### src/rtl/tcp_vlg_tx_opt.sv
// TCP option serialiser: latches option fields on start, reports opt_len/offset one cycle later, then streams bytes under val/rdy.
// Define TCP_VLG_SACK_EN to enable the SACK-permitted and SACK options (otherwise their inputs are ignored).
module tcp_vlg_tx_opt #(
  parameter int MAX_OPT_BYTES = 40
) (
  input  logic             clk,
  input  logic             rst,
  input  logic             start,
  input  logic             mss_pres,
  input  logic [15:0]      mss,
  input  logic             wnd_pres,
  input  logic [7:0]       wnd,
  input  logic             sack_perm_pres,
  input  logic             ts_pres,
  input  logic [31:0]      ts_snd,
  input  logic [31:0]      ts_rec,
  input  logic             sack_pres,
  input  logic [3:0][63:0] sack_blk,
  input  logic [3:0]       sack_blk_pres,
  input  logic             rdy,
  output logic [7:0]       dat,
  output logic             val,
  output logic             len_val,
  output logic [5:0]       opt_len,
  output logic [3:0]       offset,
  output logic             busy,
  output logic             done
);

`ifdef TCP_VLG_SACK_EN
  typedef enum logic [2:0] {IDLE, CALC, MSS, WND, SPERM, TS, SACK, DONE} state_t;
`else
  typedef enum logic [2:0] {IDLE, CALC, MSS, WND, TS, DONE} state_t;
`endif

  state_t      state_q, state_d;
  state_t      nxt, nxt_calc, nxt_mss, nxt_wnd, nxt_sperm, nxt_ts;
  logic [5:0]  cnt_q, cnt_d, last_idx;
  logic        emit;
  logic        mss_p_q, mss_p_d, wnd_p_q, wnd_p_d, ts_p_q, ts_p_d;
  logic [15:0] mss_q, mss_d;
  logic [3:0]  scl_q, scl_d;
  logic [63:0] ts_q, ts_d;
  logic        len_val_q, len_val_d;
  logic [5:0]  opt_len_q, opt_len_d;
  logic [3:0]  offset_q, offset_d;
  logic        start_acc;
  logic [6:0]  base_len, sperm_len;
  logic [5:0]  calc_len;

  assign busy      = (state_q != IDLE) && (state_q != DONE);
  assign done      = (state_q == DONE);
  assign start_acc = start && !busy;
  assign len_val   = len_val_q;
  assign opt_len   = opt_len_q;
  assign offset    = offset_q;

  assign base_len = (mss_pres ? 7'd4 : 7'd0) + (wnd_pres ? 7'd4 : 7'd0)
                  + (ts_pres ? 7'd12 : 7'd0) + sperm_len;

  function automatic logic [7:0] byte_sel(input logic [63:0] w, input logic [2:0] i);
    logic [63:0] t;
    t = w << {i, 3'b000};
    return t[63:56];
  endfunction

`ifdef TCP_VLG_SACK_EN
  logic             sperm_p_q, sperm_p_d, sack_p_q, sack_p_d;
  logic [2:0]       n_q, n_d, n_calc, pop, k;
  logic [3:0][63:0] blk_q, blk_d, blk_sel;
  logic [6:0]       sack_len;
  logic [1:0]       blk_idx;

  assign sperm_len = sack_perm_pres ? 7'd4 : 7'd0;
  assign blk_idx   = 2'((cnt_q - 6'd4) >> 3);

  // Largest block count that fits the byte budget; present blocks are packed low-index first.
  always_comb begin
    pop = 3'd0;
    for (int i = 0; i < 4; i++) pop = pop + {2'b00, sack_blk_pres[i]};
    n_calc = 3'd0;
    for (int j = 1; j <= 4; j++)
      if (j <= int'(pop) && int'(base_len) + 4 + 8 * j <= MAX_OPT_BYTES) n_calc = 3'(j);
    sack_len = (sack_pres && n_calc != 3'd0) ? 7'd4 + {1'b0, n_calc, 3'b000} : 7'd0;
    k       = 3'd0;
    blk_sel = '0;
    for (int i = 0; i < 4; i++)
      if (sack_blk_pres[i] && k < n_calc) begin
        blk_sel[k[1:0]] = sack_blk[i];
        k = k + 3'd1;
      end
  end

  assign calc_len = 6'(base_len + sack_len);

  always_comb begin
    sperm_p_d = sperm_p_q;
    sack_p_d  = sack_p_q;
    n_d       = n_q;
    blk_d     = blk_q;
    if (start_acc) begin
      sperm_p_d = sack_perm_pres;
      sack_p_d  = sack_pres && (n_calc != 3'd0);
      n_d       = n_calc;
      blk_d     = blk_sel;
    end
  end

  always_ff @(posedge clk) begin
    if (rst) begin
      sperm_p_q <= 1'b0;
      sack_p_q  <= 1'b0;
      n_q       <= 3'd0;
      blk_q     <= '0;
    end else begin
      sperm_p_q <= sperm_p_d;
      sack_p_q  <= sack_p_d;
      n_q       <= n_d;
      blk_q     <= blk_d;
    end
  end
`else
  logic unused_sack;
  assign unused_sack = ^{sack_perm_pres, sack_pres, sack_blk, sack_blk_pres};
  assign sperm_len   = 7'd0;
  assign calc_len    = 6'(base_len);
`endif

  always_comb begin
    mss_p_d   = mss_p_q;
    wnd_p_d   = wnd_p_q;
    ts_p_d    = ts_p_q;
    mss_d     = mss_q;
    scl_d     = scl_q;
    ts_d      = ts_q;
    opt_len_d = opt_len_q;
    offset_d  = offset_q;
    len_val_d = start_acc;
    if (start_acc) begin
      mss_p_d   = mss_pres;
      wnd_p_d   = wnd_pres;
      ts_p_d    = ts_pres;
      mss_d     = mss;
      scl_d     = (wnd > 8'd14) ? 4'd14 : wnd[3:0];
      ts_d      = {ts_snd, ts_rec};
      opt_len_d = calc_len;
      offset_d  = 4'(6'd5 + (calc_len >> 2));
    end
  end

  always_ff @(posedge clk) begin
    if (rst) begin
      mss_p_q   <= 1'b0;
      wnd_p_q   <= 1'b0;
      ts_p_q    <= 1'b0;
      mss_q     <= 16'd0;
      scl_q     <= 4'd0;
      ts_q      <= 64'd0;
      len_val_q <= 1'b0;
      opt_len_q <= 6'd0;
      offset_q  <= 4'd5;
      cnt_q     <= 6'd0;
    end else begin
      mss_p_q   <= mss_p_d;
      wnd_p_q   <= wnd_p_d;
      ts_p_q    <= ts_p_d;
      mss_q     <= mss_d;
      scl_q     <= scl_d;
      ts_q      <= ts_d;
      len_val_q <= len_val_d;
      opt_len_q <= opt_len_d;
      offset_q  <= offset_d;
      cnt_q     <= cnt_d;
    end
  end

  always_ff @(posedge clk) begin
    if (rst) state_q <= IDLE;
    else     state_q <= state_d;
  end

  // Successor chain: each state skips forward over absent options.
  always_comb begin
`ifdef TCP_VLG_SACK_EN
    nxt_ts    = sack_p_q ? SACK : DONE;
    nxt_sperm = ts_p_q ? TS : nxt_ts;
    nxt_wnd   = sperm_p_q ? SPERM : nxt_sperm;
`else
    nxt_ts    = DONE;
    nxt_sperm = ts_p_q ? TS : nxt_ts;
    nxt_wnd   = nxt_sperm;
`endif
    nxt_mss  = wnd_p_q ? WND : nxt_wnd;
    nxt_calc = mss_p_q ? MSS : nxt_mss;
    state_d  = state_q;
    cnt_d    = cnt_q;
    nxt      = DONE;
    emit     = 1'b0;
    last_idx = 6'd3;
    case (state_q)
      IDLE, DONE: begin
        cnt_d   = 6'd0;
        state_d = start_acc ? ((calc_len == 6'd0) ? DONE : CALC) : IDLE;
      end
      CALC: state_d = nxt_calc;
      MSS:  begin emit = 1'b1; nxt = nxt_mss; end
      WND:  begin emit = 1'b1; nxt = nxt_wnd; end
`ifdef TCP_VLG_SACK_EN
      SPERM: begin emit = 1'b1; nxt = nxt_sperm; end
      SACK:  begin emit = 1'b1; nxt = DONE; last_idx = 6'd3 + {n_q, 3'b000}; end
`endif
      TS:   begin emit = 1'b1; nxt = nxt_ts; last_idx = 6'd11; end
      default: state_d = IDLE;
    endcase
    if (emit && rdy) begin
      if (cnt_q == last_idx) begin
        state_d = nxt;
        cnt_d   = 6'd0;
      end else begin
        cnt_d = cnt_q + 6'd1;
      end
    end
  end

  always_comb begin
    val = 1'b0;
    dat = 8'h00;
    case (state_q)
      MSS: begin
        val = 1'b1;
        case (cnt_q[1:0])
          2'd0:    dat = 8'h02;
          2'd1:    dat = 8'h04;
          2'd2:    dat = mss_q[15:8];
          default: dat = mss_q[7:0];
        endcase
      end
      WND: begin
        val = 1'b1;
        case (cnt_q[1:0])
          2'd0:    dat = 8'h01;
          2'd3:    dat = {4'h0, scl_q};
          default: dat = 8'h03;
        endcase
      end
`ifdef TCP_VLG_SACK_EN
      SPERM: begin
        val = 1'b1;
        case (cnt_q[1:0])
          2'd2:    dat = 8'h04;
          2'd3:    dat = 8'h02;
          default: dat = 8'h01;
        endcase
      end
      SACK: begin
        val = 1'b1;
        if (cnt_q < 6'd4) begin
          case (cnt_q[1:0])
            2'd2:    dat = 8'h05;
            2'd3:    dat = 8'({n_q, 3'b000}) + 8'd2;
            default: dat = 8'h01;
          endcase
        end else begin
          dat = byte_sel(blk_q[blk_idx], cnt_q[2:0] - 3'd4);
        end
      end
`endif
      TS: begin
        val = 1'b1;
        if (cnt_q < 6'd4) begin
          case (cnt_q[1:0])
            2'd2:    dat = 8'h08;
            2'd3:    dat = 8'h0A;
            default: dat = 8'h01;
          endcase
        end else begin
          dat = byte_sel(ts_q, cnt_q[2:0] - 3'd4);
        end
      end
      default: ;
    endcase
  end

endmodule

### config.mk
export PLATFORM = sky130hd
export DESIGN_NAME = tcp_vlg_tx_opt
export DESIGN_NICKNAME = d
export VERILOG_FILES = /design/src/rtl/tcp_vlg_tx_opt.sv
export SDC_FILE = /design/constraint.sdc
export NUM_CORES = 1
export LEC_CHECK = 0
export BUFFER_PORTS_ARGS = -buffer_cell sky130_fd_sc_hd__buf_4
export CAP_MARGIN = 25
export CORE_AREA = 2 2 148 150
export DETAILED_ROUTE_END_ITERATION = 10
export DIE_AREA = 0 0 150 152
export GPL_TIMING_DRIVEN = 0
export PLACE_DENSITY = 0.48
export SETUP_SLACK_MARGIN = 0.02
export SYNTH_ARGS = -nofsm -noshare
export SYNTH_HDL_FRONTEND = slang
export SYNTH_SLANG_ARGS = --single-unit
### constraint.sdc
create_clock -name clk -period 2.6 [get_ports clk]
set_clock_uncertainty 0.2 [all_clocks]
set_input_delay 0.39 -clock clk [delete_from_list [all_inputs] [get_ports clk]]
set_output_delay 0.39 -clock clk [all_outputs]
set_load 0.05 [all_outputs]
* Yosys cells after proc, flatten, opt, wreduce, memory -nomap -nowiden
Index checks and enable logic that the tools add are counted.
Operators by class: add/sub/neg operators 5, magnitude comparators 2, equal/unequal tests 10, shifts and indexed selects 1, multiplexer cells 23, reductions and logical operators 11
Operators with widths (count):
- left shift 64 x 6 -> 64 bit | 1
- case mux 8 bit (3 select lines) | 2
- 2-to-1 mux 3 bit | 8
- 2-to-1 mux 6 bit | 3
- case mux 4 bit (2 select lines) | 2
- 2-to-1 mux 4 bit | 3
- case mux 3 bit (3 select lines) | 1
- greater-than comparator 8 x 4 -> 1 bit (second input constant) | 1
- 2-to-1 mux 8 bit | 1
- adder 6 x 1 -> 6 bit (second input constant) | 1
- == test 3 x 2 -> 1 bit (second input constant) | 2
- == test 3 bit (second input constant) | 2
- == test 6 bit | 1
- zero test 6 bit | 1
- less-than comparator 6 x 3 -> 1 bit (second input constant) | 1
- case mux 3 bit (2 select lines) | 1
- adder 4 x 4 -> 5 bit | 1
- adder 3 x 3 -> 4 bit | 1
- adder 3 x 3 -> 4 bit (first input constant) | 1
- == test 2 bit (second input constant) | 2
- == test 3 x 1 -> 1 bit (second input constant) | 1
- logical AND 1 bit | 3
- zero test 3 bit | 1
- inequality test 3 bit (second input constant) | 1
- other kinds (9) | 10
Storage, ports and cells: bits in registers 107, output and inout port bits 22

* Logic depth before layout (Yosys ltp)
depth in word-level cells 9, mapped depth 9, gate-level depth less buffers 9

* Worst setup path before layout
No wires, ideal clock.
path kind flip-flop to output port, from reg cnt_q[1], to out dat[0], data arrival time 2433 ps, data required time 2010 ps, path slack -423 ps, stages on the path, launching flop included 9, buffers on the path 2, cell sequence dfxtp_1 -> clkbuf_1 -> buf_2 -> inv_1 -> ha_1 -> a211oi_1 -> a21oi_1 -> a21oi_1 -> a21oi_1
Between the ends: word-level cells in the longest chain between the ends 4
Ends and longest elaborated chain:
- start: declaration | RTL line 38 | logic [5:0] cnt_q, cnt_d, last_idx;
- start signal: assignment | RTL line 173 | cnt_q <= cnt_d;
- subtractor 3 bit, or another cell as far along | RTL line 277 | dat = byte_sel(ts_q, cnt_q[2:0] - 3'd4);
- left shift 64 x 6 -> 64 bit or case mux 4 bit (2 select lines) (tied branches) | RTL line 63, 271
- 2-to-1 mux 8 bit | RTL line 270 | if (cnt_q < 6'd4) begin
- case mux 8 bit (3 select lines) (*) | RTL line 228 | case (state_q)
- end: declaration | RTL line 21 | output logic [7:0] dat,
Mark *: on every way between the ends. The rest lies on a longest branch, timed or not.

* Worst setup path in the final report
from reg cnt_q[0], to out dat[0]
The elaborated chain is that of the path after synthesis.

==> results.toml <==
[global_routing]
grt-ovfl-total = 0
grt_pass1_wl_mm = 25.83
grt_usage = 0.1498
antenna_found_initial = 0
grt_max_degree = 21
grt_pass1_vias = 4497

[finish]
syn_to_final_growth_pct = 39.05
n_antenna_cell = 0
drive_gt1_frac = 0.3101
fin_nets = 1106
final_area_mm2 = 0.006782

[synthesis]
yosys_warnings = 0
postSynthAreaPerCell_um2 = 8.048
syn_area_mm2 = 0.004877
synth_cells = 606
ys_ff_latch = 104
yosys.cell_types.count = 51
synth_largest_area_cell = "dfxtp_1"
async_flop_share = 0
synth-seq-area-share = 0.4269
netlist.area_leader.share = 0.4269
synth.most_common_cell = "nand2_1"
synth_edf_count = 0
synthFlopType = "dfxtp_1"
synth_common_cells = "199 x nand2_1, 105 x a21oi_1, 104 x dfxtp_1"
synth_area_leaders = "dfxtp_1 43%, nand2_1 15%, a21oi_1 11%"

[place]
placed_cell_area_mm2 = 0.006118
dp_slack_ns = -0.6799
port_buffers = 112
dpl.hpwl_mm = 13.12
globalplace.congestion = 0.8431

[worst_setup_path]
cpPeakStageDelay_ns = 0.42
critPathArrivalTime_ns = 2.11
cp-start-kind = "register"
required_ns = 2.01
crit_chain = "clkbuf_16, clkinvlp_4, ha_4, a211oi_2, a21oi_2, a21oi_1, a21oi_2, buf_6"
cpMostUsedCell = "a21oi_2"
timing.reg2reg.setup_slack_ns = 0.48
critPathMaxFanout = 6
r2r-start = "state_q[2]"
end_kind = "primary output"
critPathKind = "register to primary output"
r2r_cells = 6
r2r_end = "scl_q[3]"
worst_path_max_delay_cell = "dfxtp_4"

[timing]
period_needed_ns = 2.696
grt_setup_unrepaired = "yes"
relSlewSlack = 0.4948
layout_setup_ws_ns = -0.09621
period_share = 1.037
final_max_slew_viol_count = 0
setup_violations = 8
fmaxAchievable_mhz = 370.9
timing.final.hold_violations = 0
worst_pin_slew_ns = 0.7577

[flow_run]
maxCapViolCount = 0

[clock_network]
clock_tree.htree_level_count = 3
clock_path_buffers = 2
path_clk_slew_ns = 0.08
cts_hold_repair.buffers = 0
cts_made_buffers = 9
cts_tree = "done"
clock_insertion_delay_worst_skew_ns = 0.36
cts_root_buf = "clkbuf_16"
cts.sinks = 104

[floorplanning]
start_util = 0.2284
top_level_ports = 379
rows = 54
core_mm2 = 0.02135
dieArea_mm2 = 0.02280
die_h_um = 152
die_w_um = 150

[pwr]
seqPwrFrac = 0.400
clockPowerShare = 0.281
vdd_drop_max_v = 0.0003807
power_uw = 4925
power.internal_uw = 3102
p_leak_uw = 0.002589
swShare = 0.3701
p_sw_uw = 1823
combPwrFrac = 0.319
powerDensity_mw_per_mm2 = 726.2

[drt]
first_pass_iters = 4
drc_errors = 0
ant_nets = 0
vias = 4669
avgRoutedWirePerCell_um = 16.68
routed_wl_mm = 17.10
drt_iter0_markers = 309
routed_via_density = 4.555

[outcome]
violations = "setup timing"
status = "finished with violations"

[worst_hold_path]
hp-class = "input port to register"
holdCritStartpoint = "ts_rec[23]"
hold_depth = 3
min_to = "ts_q[23]"
[worst max-delay path by stage]
stage | endpoint | startpoint | cells after the start
6_report | dat[0] | cnt_q[0] | 8
5_1_grt | dat[0] | cnt_q[0] | 8
4_1_cts | dat[0] | cnt_q[0] | 8
3_5_place_dp | dat[0] | cnt_q[1] | 9
3_3_place_gp | dat[0] | cnt_q[1] | 9
2_1_floorplan | dat[0] | cnt_q[1] | 8
[critical path, delay by kind of cell, from the launching register on]
family,cells,cell delay (ns)
AO/OA/AOI/OAI,4,0.59
buffers and inverters,3,0.44
flip-flops,1,0.42
adder cells (fa/ha/maj),1,0.29
[timing repair]
| item | 4_1_cts | 5_1_grt |
|---|---|---|
| endpoints found under the setup margin | 8 | 8 |
| pin swaps | 7 | 1 |
| resized for setup | 64 | 6 |
| setup buffers | 12 | 1 |
| cloned | 0 | 0 |
[cell usage in the layout (no fill, tap or decap), drive strengths merged, types with 3 or more instances in the layout]
cell type,Yosys,final
clkbuf,24,29
o21ai,7,7
buf,26,151
a31oi,8,8
nand2b,4,4
inv,12,14
mux2i,8,8
a211oi,3,3
dfxtp,104,104
nand2,199,199
clkinv,0,3
nand3,9,9
mux4,14,14
ha,7,7
a21oi,105,105
conb,1,3
or4,3,3
nor2,13,13
nor3,10,10
o211ai,6,6
o22ai,6,6
[layer usage]
layer  wire length (um)  share of wire  global-route usage  vias to the layer above
met5                  0              0                   0                        -
met4                245          0.014             0.03819                        0
met3               1111          0.065             0.03033                       15
met2               7265           0.42              0.2183                      165
met1               8474           0.50              0.2240                     2163
li1                   -              -                   -                     2326
[final cells by class]
type	instances	area, um2
timing repair buffer	125	968.4
clock inverter	7	75.07
clock buffer	9	225.2
buffer	46	315.3
sequential	104	2096
multi-input combinational	442	2703
tap	280	350.3
fill	2347	14570
inverter	12	48.80
[registers in the layout, summed over array words and instances, names as in the netlist]
signal	flops
mss_q	16
offset	4
opt_len	3
state_q	3
len_val	1
ts_p_q	1
mss_p_q	1
cnt_q	6
ts_q	64
wnd_p_q	1
scl_q	4
[power groups by stage]
| stage | clock (uW) | sequential, uW | combinational, uW |
|---|---|---|---|
| 5_1_grt | 1490 | 2000 | 1710 |
| 6_report | 1380 | 1970 | 1570 |
| 2_1_floorplan | 0 | 2020 | 919 |
| 3_3_place_gp | 0 | 2010 | 1490 |
| 3_5_place_dp | 0 | 2010 | 1500 |
| 4_1_cts | 1410 | 1970 | 1580 |
[cell families (layout without fill, tap and decap cells)]
logic type | Yosys count | count (layout) | share of synthesized area
fa+ha+maj | 9 | 9 | 0.02617
compound gates | 149 | 149 | 0.1750
flops | 104 | 104 | 0.4269
simple gates | 254 | 254 | 0.2173
mux | 24 | 24 | 0.08568
other cells | 1 | 3 | 0.0007689
xor+xnor | 3 | 3 | 0.006928
buf+inv | 62 | 199 | 0.06131
[per-stage QoR]
step	hold WS, ns	instances	setup TNS, ns	util
after floorplan	0.2329	608	-0.1516	-
after global placement	0.2365	1000	-3.680	0.2866
after detailed placement	0.2437	1000	-3.674	0.2866
after CTS	0.05981	1025	-0.2074	0.3170
after global routing	0.06294	1025	-0.6817	0.3176
final	0.06988	1025	-0.3155	0.3176
(Power assumes the default switching activity.)
